===== src/rtl/beam_thresh_scheduler.sv =====
// Threshold-bus sequencer: keeps a shadow copy and a dirty flag per beam, streams the dirty
// thresholds onto the shared bus on commit, then issues one global update pulse.
module beam_thresh_scheduler #(
    parameter int                     NBEAMS         = 2,
    parameter int                     THRESH_BITS    = 18,
    parameter logic [THRESH_BITS-1:0] THRESH_DEFAULT = {THRESH_BITS{1'b1}},
    parameter int                     BIDX_BITS      = (NBEAMS > 1) ? $clog2(NBEAMS) : 1
) (
    input  logic                   clk_i,
    input  logic                   rst_ni,
    input  logic                   wr_valid_i,
    output logic                   wr_ready_o,
    input  logic [BIDX_BITS-1:0]   wr_beam_i,
    input  logic [THRESH_BITS-1:0] wr_thresh_i,
    input  logic                   commit_i,
    output logic [THRESH_BITS-1:0] thresh_o,
    output logic [NBEAMS-1:0]      thresh_ce_o,
    output logic                   update_o,
    output logic                   busy_o,
    output logic                   done_o,
    output logic                   err_o
);

    // Write port: a beat transfers on a rising edge where wr_valid_i and wr_ready_o are both high;
    // the requester holds beam and data stable until then, and ready never depends on valid.

    typedef enum logic [1:0] {
        ST_IDLE,
        ST_SCAN,
        ST_UPDATE
    } state_e;

    localparam logic [BIDX_BITS-1:0] LAST_IDX   = BIDX_BITS'(NBEAMS - 1);
    localparam logic [BIDX_BITS:0]   NBEAMS_EXT = (BIDX_BITS + 1)'(NBEAMS);

    state_e                 state_q, state_d;
    logic [BIDX_BITS-1:0]   idx_q, idx_d;
    logic                   pend_q, pend_d;

    logic [THRESH_BITS-1:0] shadow_q [NBEAMS];
    logic [NBEAMS-1:0]      dirty_q;

    logic                   wr_accept;
    logic                   wr_in_range;
    logic [NBEAMS-1:0]      wr_hit;
    logic [NBEAMS-1:0]      scan_hit;
    logic [THRESH_BITS-1:0] scan_val;
    logic                   scan_dirty;

    always_comb begin
        wr_accept   = wr_valid_i && wr_ready_o && (state_q == ST_IDLE);
        wr_in_range = ({1'b0, wr_beam_i} < NBEAMS_EXT);
        wr_hit      = '0;
        scan_hit    = '0;
        scan_val    = '0;
        for (int i = 0; i < NBEAMS; i++) begin
            wr_hit[i]   = wr_accept && (wr_beam_i == BIDX_BITS'(i));
            scan_hit[i] = (idx_q == BIDX_BITS'(i));
            if (scan_hit[i]) begin
                scan_val = shadow_q[i];
            end
        end
        scan_dirty = |(scan_hit & dirty_q);
    end

    always_ff @(posedge clk_i or negedge rst_ni) begin
        if (!rst_ni) begin
            state_q <= ST_IDLE;
            idx_q   <= '0;
            pend_q  <= 1'b1;
        end else begin
            state_q <= state_d;
            idx_q   <= idx_d;
            pend_q  <= pend_d;
        end
    end

    // A commit that arrives during UPDATE with a rerun already pending is absorbed by that rerun.
    always_comb begin
        state_d = state_q;
        idx_d   = idx_q;
        pend_d  = pend_q;
        unique case (state_q)
            ST_IDLE: begin
                if (commit_i || pend_q) begin
                    state_d = ST_SCAN;
                    idx_d   = '0;
                    pend_d  = 1'b0;
                end
            end
            ST_SCAN: begin
                if (commit_i) begin
                    pend_d = 1'b1;
                end
                if (idx_q == LAST_IDX) begin
                    state_d = ST_UPDATE;
                end else begin
                    idx_d = idx_q + BIDX_BITS'(1);
                end
            end
            ST_UPDATE: begin
                if (pend_q) begin
                    state_d = ST_SCAN;
                    idx_d   = '0;
                    pend_d  = 1'b0;
                end else begin
                    state_d = ST_IDLE;
                    pend_d  = commit_i;
                end
            end
            default: begin
                state_d = ST_IDLE;
            end
        endcase
    end

    always_ff @(posedge clk_i or negedge rst_ni) begin
        if (!rst_ni) begin
            for (int i = 0; i < NBEAMS; i++) begin
                shadow_q[i] <= THRESH_DEFAULT;
            end
            dirty_q     <= '1;
            thresh_o    <= '0;
            thresh_ce_o <= '0;
            update_o    <= 1'b0;
            done_o      <= 1'b0;
            busy_o      <= 1'b0;
            wr_ready_o  <= 1'b0;
            err_o       <= 1'b0;
        end else begin
            for (int i = 0; i < NBEAMS; i++) begin
                if (wr_hit[i]) begin
                    shadow_q[i] <= wr_thresh_i;
                    dirty_q[i]  <= 1'b1;
                end else if ((state_q == ST_SCAN) && scan_hit[i]) begin
                    dirty_q[i] <= 1'b0;
                end
            end
            if (wr_accept && !wr_in_range) begin
                err_o <= 1'b1;
            end
            thresh_ce_o <= '0;
            if ((state_q == ST_SCAN) && scan_dirty) begin
                thresh_o    <= scan_val;
                thresh_ce_o <= scan_hit;
            end
            update_o   <= (state_q == ST_UPDATE);
            done_o     <= (state_q == ST_UPDATE);
            busy_o     <= (state_q != ST_IDLE);
            // Ready follows the next state so no write slips in on the edge that leaves IDLE.
            wr_ready_o <= (state_d == ST_IDLE);
        end
    end

endmodule


===== config.mk =====
export PLATFORM = sky130hd
export DESIGN_NAME = beam_thresh_scheduler
export DESIGN_NICKNAME = d
export VERILOG_FILES = /design/src/rtl/beam_thresh_scheduler.sv
export SDC_FILE = /design/constraint.sdc
export NUM_CORES = 1
export LEC_CHECK = 0
export ABC_AREA = 1
export BUFFER_PORTS_ARGS = -buffer_cell sky130_fd_sc_hd__buf_4
export CORE_MARGIN = 5
export CORE_UTILIZATION = 25
export DETAILED_ROUTE_END_ITERATION = 10
export SYNTH_ARGS = -nofsm -noshare
export SYNTH_HDL_FRONTEND = slang
export SYNTH_SLANG_ARGS = --single-unit

===== constraint.sdc =====
create_clock -name clk_i -period 1.3 [get_ports clk_i]
set_input_delay 0 -clock clk_i [delete_from_list [all_inputs] [get_ports clk_i]]
set_output_delay 0 -clock clk_i [all_outputs]
set_load 0.01 [all_outputs]

==> impl_results.md <==
* Reg2reg path depth at 8
* Clk Latency, worst-skew pair at about 0.33 ns
* Worst setup EP type: register
* CTS H-tree depth at 3
* Sequential fraction of the synthesis area at 59.22%
* Hold Path End: pend_q
* Ports at 48
* Hold Path Class: input port to register
* Pwr dens at 2533 nW/um^2
* Reg-to-Reg Start: state_q[0]
* Max Slew Vio Count at 0
* Leak at 2.067 nW
* Worst-path fanout max at 8
* Most common cell in the netlist: nand2_1
* Count of state elements after synthesis at 65
* Hold-critical path depth at 4
* Final WL at 8.169 mm
* FFs w/ async S/R, synth at 100.0%
* Final setup margin at -0.1017 ns
* Share of cells above drive strength 1 at 49.40%
* Root Driver: clkbuf_16
* Syn Inst Count at 315
* Area of the multi-input gates at 1324 sq um
* Max Cap Viol at 0
* Failing checks: setup timing
* Hold slack final at 0.01495 ns
* Area grow syn2layout at 57.81%
* Minimum clock period at between 1 and 1.5 ns
* CTS max path bufs at 2
* Area leader, netlist: dfstp_2
* DRC Markers at 0
* Final Hold Viols at 0
* Post-route clock period utilization at 107.8%
* Ant diodes at 0
* CTS buffer count at 9
* Area of the mapped netlist at 2829 sq um
* Initial antenna violation count at 0
* Most used DFF post-synth: dfstp_2
* Core area at 10980 sq um
* Largest net degree at the start of global routing at 39
* Crit path DAT at 1.61 ns
* Top cells by count, synth: nand2_1, o21ai_0, dfstp_2
* Reg area at 1677 sq um
* Die area at about 14000 sq um
* Max VDD drop at 0.0008716 V
* Clk_skew at 0.008467 ns
* # placed instances at 502
* Vias in the first global route at 2658
* Crit path largest cell delay at approximately 0.41 ns
* NumNets Final at 438
* Die X at 116.4 um
* Critical path's slowest cell: dfrtp_1
* Layout fillers at between 1000 and 1500
* Util after Layout at 40.65%
* RR Endpoint: thresh_o[16]
* Dpl hpwl at ~4.7 mm
* Crit path launch type: register
* Clk network pwr share at between 20% and 30%
* Initial Util at 25.76%
* Syn_area_per_cell at ~9.0 sq um
* Clock sinks at 65
* RSZ-0062 raised after global routing: true
* Synth area leaders: dfstp_2, dfrtp_1, nand2_1, o21ai_0, inv_1
* Yosys warns at 0
* Max Fclk at between 700 and 800 MHz
* Yosys top cell area share at 36.22%
* TritonCTS clock tree: done
* Required @ worst endpoint at roughly 1.5 ns
* R2r setup slk at -0.10 ns
* 1st-iter DRT viols at roughly 110
* Sw Pwr at 4.245 mW
* Fin cells at 555
* PortBufs at 46
* Vias post-DR at 2486
* Critical-path cell list: buf_6, ha_4, inv_2, a21oi_4, buf_12, o21ai_4, nand2_1, o21ai_1
* Final setup fails at 53
* Die height at approximately 120 um
* Switching share of total power at between 30% and 40%
* Final Wtd Congestion at 0.7594
* Hold_sp: commit_i
* GRT overflow at 0
* Unique masters post-synth at 24
* Number of enable flip-flop cells after synthesis at 0
* Syn nets at 343
* Global-route wire length before repair at 13.32 mm
* Critical path class: register to register
* Gr usage total at 12.86%
* Internal at 7.063 mW
* Final ANT Viol Nets at 0
* Logic gate share of total power at 43.0%
* Status: complete, but fails checks
* Reg power frac at 35.1%
* First drt pass iteration count at 5
* Vias per Instance at ~4.5
* Clk pin slew, worst setup/hold paths at 0.06 ns
* Site row count at 38
* Post-DR wirelength/cell at 14.72 um
worst max path at each step:
stage                           from            to  depth (start not counted)
after floorplan           state_q[0]  shadow_q[30]                          7
after global placement    state_q[1]   thresh_o[4]                          7
after detailed placement       idx_q  thresh_o[10]                          2
after CTS                 state_q[1]  shadow_q[20]                          8
after global routing      state_q[0]  shadow_q[20]                          8
final                     state_q[0]  thresh_o[16]                          8
layout make-up:
type,count,area share (%)
inverters,29,2.550
clock buffers,9,5.045
multi-input cells,213,29.65
flip-flops and latches,65,37.56
clock inverters,7,1.906
repair buffers,92,19.37
well taps,140,3.924
sequential cells by signal, summed over array words and instances, names as in the netlist:
register and count:
done_o 1, thresh_ce_o 2, busy_o 1, state_q 2, shadow_q 36, dirty_q 2, idx_q 1, thresh_o 18
wr_ready_o 1, pend_q 1
per-stage QoR:
step	power (mW)	setup TNS [ns]	worst slack, ns	instance area [sq um]
floorplan	5.940	-0.4093	-0.02673	2838
global placement	7.181	-2.043	-0.08905	3403
detailed placement	7.330	-3.407	-0.1537	3403
CTS	11.07	-2.711	-0.08794	4305
global route	12.09	-5.758	-0.1591	4464
finish	11.31	-2.310	-0.1017	4464
power groups by stage:
| stage | Combinational [mW] | Clock (mW) | Sequential (mW) |
|---|---|---|---|
| 2_1_floorplan | 2.01 | 0 | 3.93 |
| 3_3_place_gp | 3.29 | 0 | 3.89 |
| 3_5_place_dp | 3.42 | 0 | 3.91 |
| 4_1_cts | 4.57 | 2.53 | 3.97 |
| 5_1_grt | 5.36 | 2.63 | 4.10 |
| 6_report | 4.86 | 2.48 | 3.97 |
per-layer routing:
layer | vias to the layer above | GRT usage (%) | part of all wire, %
met5 | - | 0 | 0
li1 | 1208 | - | -
met3 | 8 | 2.953 | 5.8
met2 | 78 | 21.55 | 51
met4 | 0 | 5.336 | 1.0
met1 | 1192 | 15.95 | 42
logic make-up (layout without fill, tap and decap cells):
kind of cell             Yosys count  count (layout)  synth area share [%]
buffers and inverters             44             137                 7.254
adder cells (fa/ha/maj)            5               5                 2.211
flip-flops                        65              65                 59.22
AND/OR/NAND/NOR                  129             129                 17.91
AO/OA/AOI/OAI                     71              78                 13.27
other                              1               1                0.1326
cell usage in the layout (no fill, tap or decap), types with 3 or more instances in the layout:
cell type / Yosys / layout
o21ai_4: 1 / 7
inv_6: 0 / 3
dlygate4sd3_1: 0 / 20
clkbuf_16: 0 / 9
ha_4: 0 / 3
buf_4: 6 / 58
dfstp_2: 39 / 39
o21ai_2: 0 / 13
inv_1: 27 / 22
buf_6: 1 / 7
buf_12: 0 / 4
nor2_1: 5 / 5
nand2_2: 0 / 31
o21ai_1: 8 / 27
nand2_4: 0 / 9
dfrtp_1: 26 / 25
nand2_1: 117 / 77
o21ai_0: 57 / 26
inv_2: 1 / 5
worst max-delay path: cells and delay by family, from the launching register on:
kind	cells	cell delay, ns
compound gates	3	0.31
fa+ha+maj	1	0.12
buf+inv	3	0.35
flops	1	0.41
simple gates	1	0.10
what timing repair did:
item	in CTS	in global routing
resized for setup	69	63
hold endpoints to repair	73	0
gates cloned	10	0
hold buffers	20	0
setup buffers	8	2
endpoints found under the setup margin	54	60
pin swaps	15	24
Note: power is estimated with default switching activity, not from simulation.
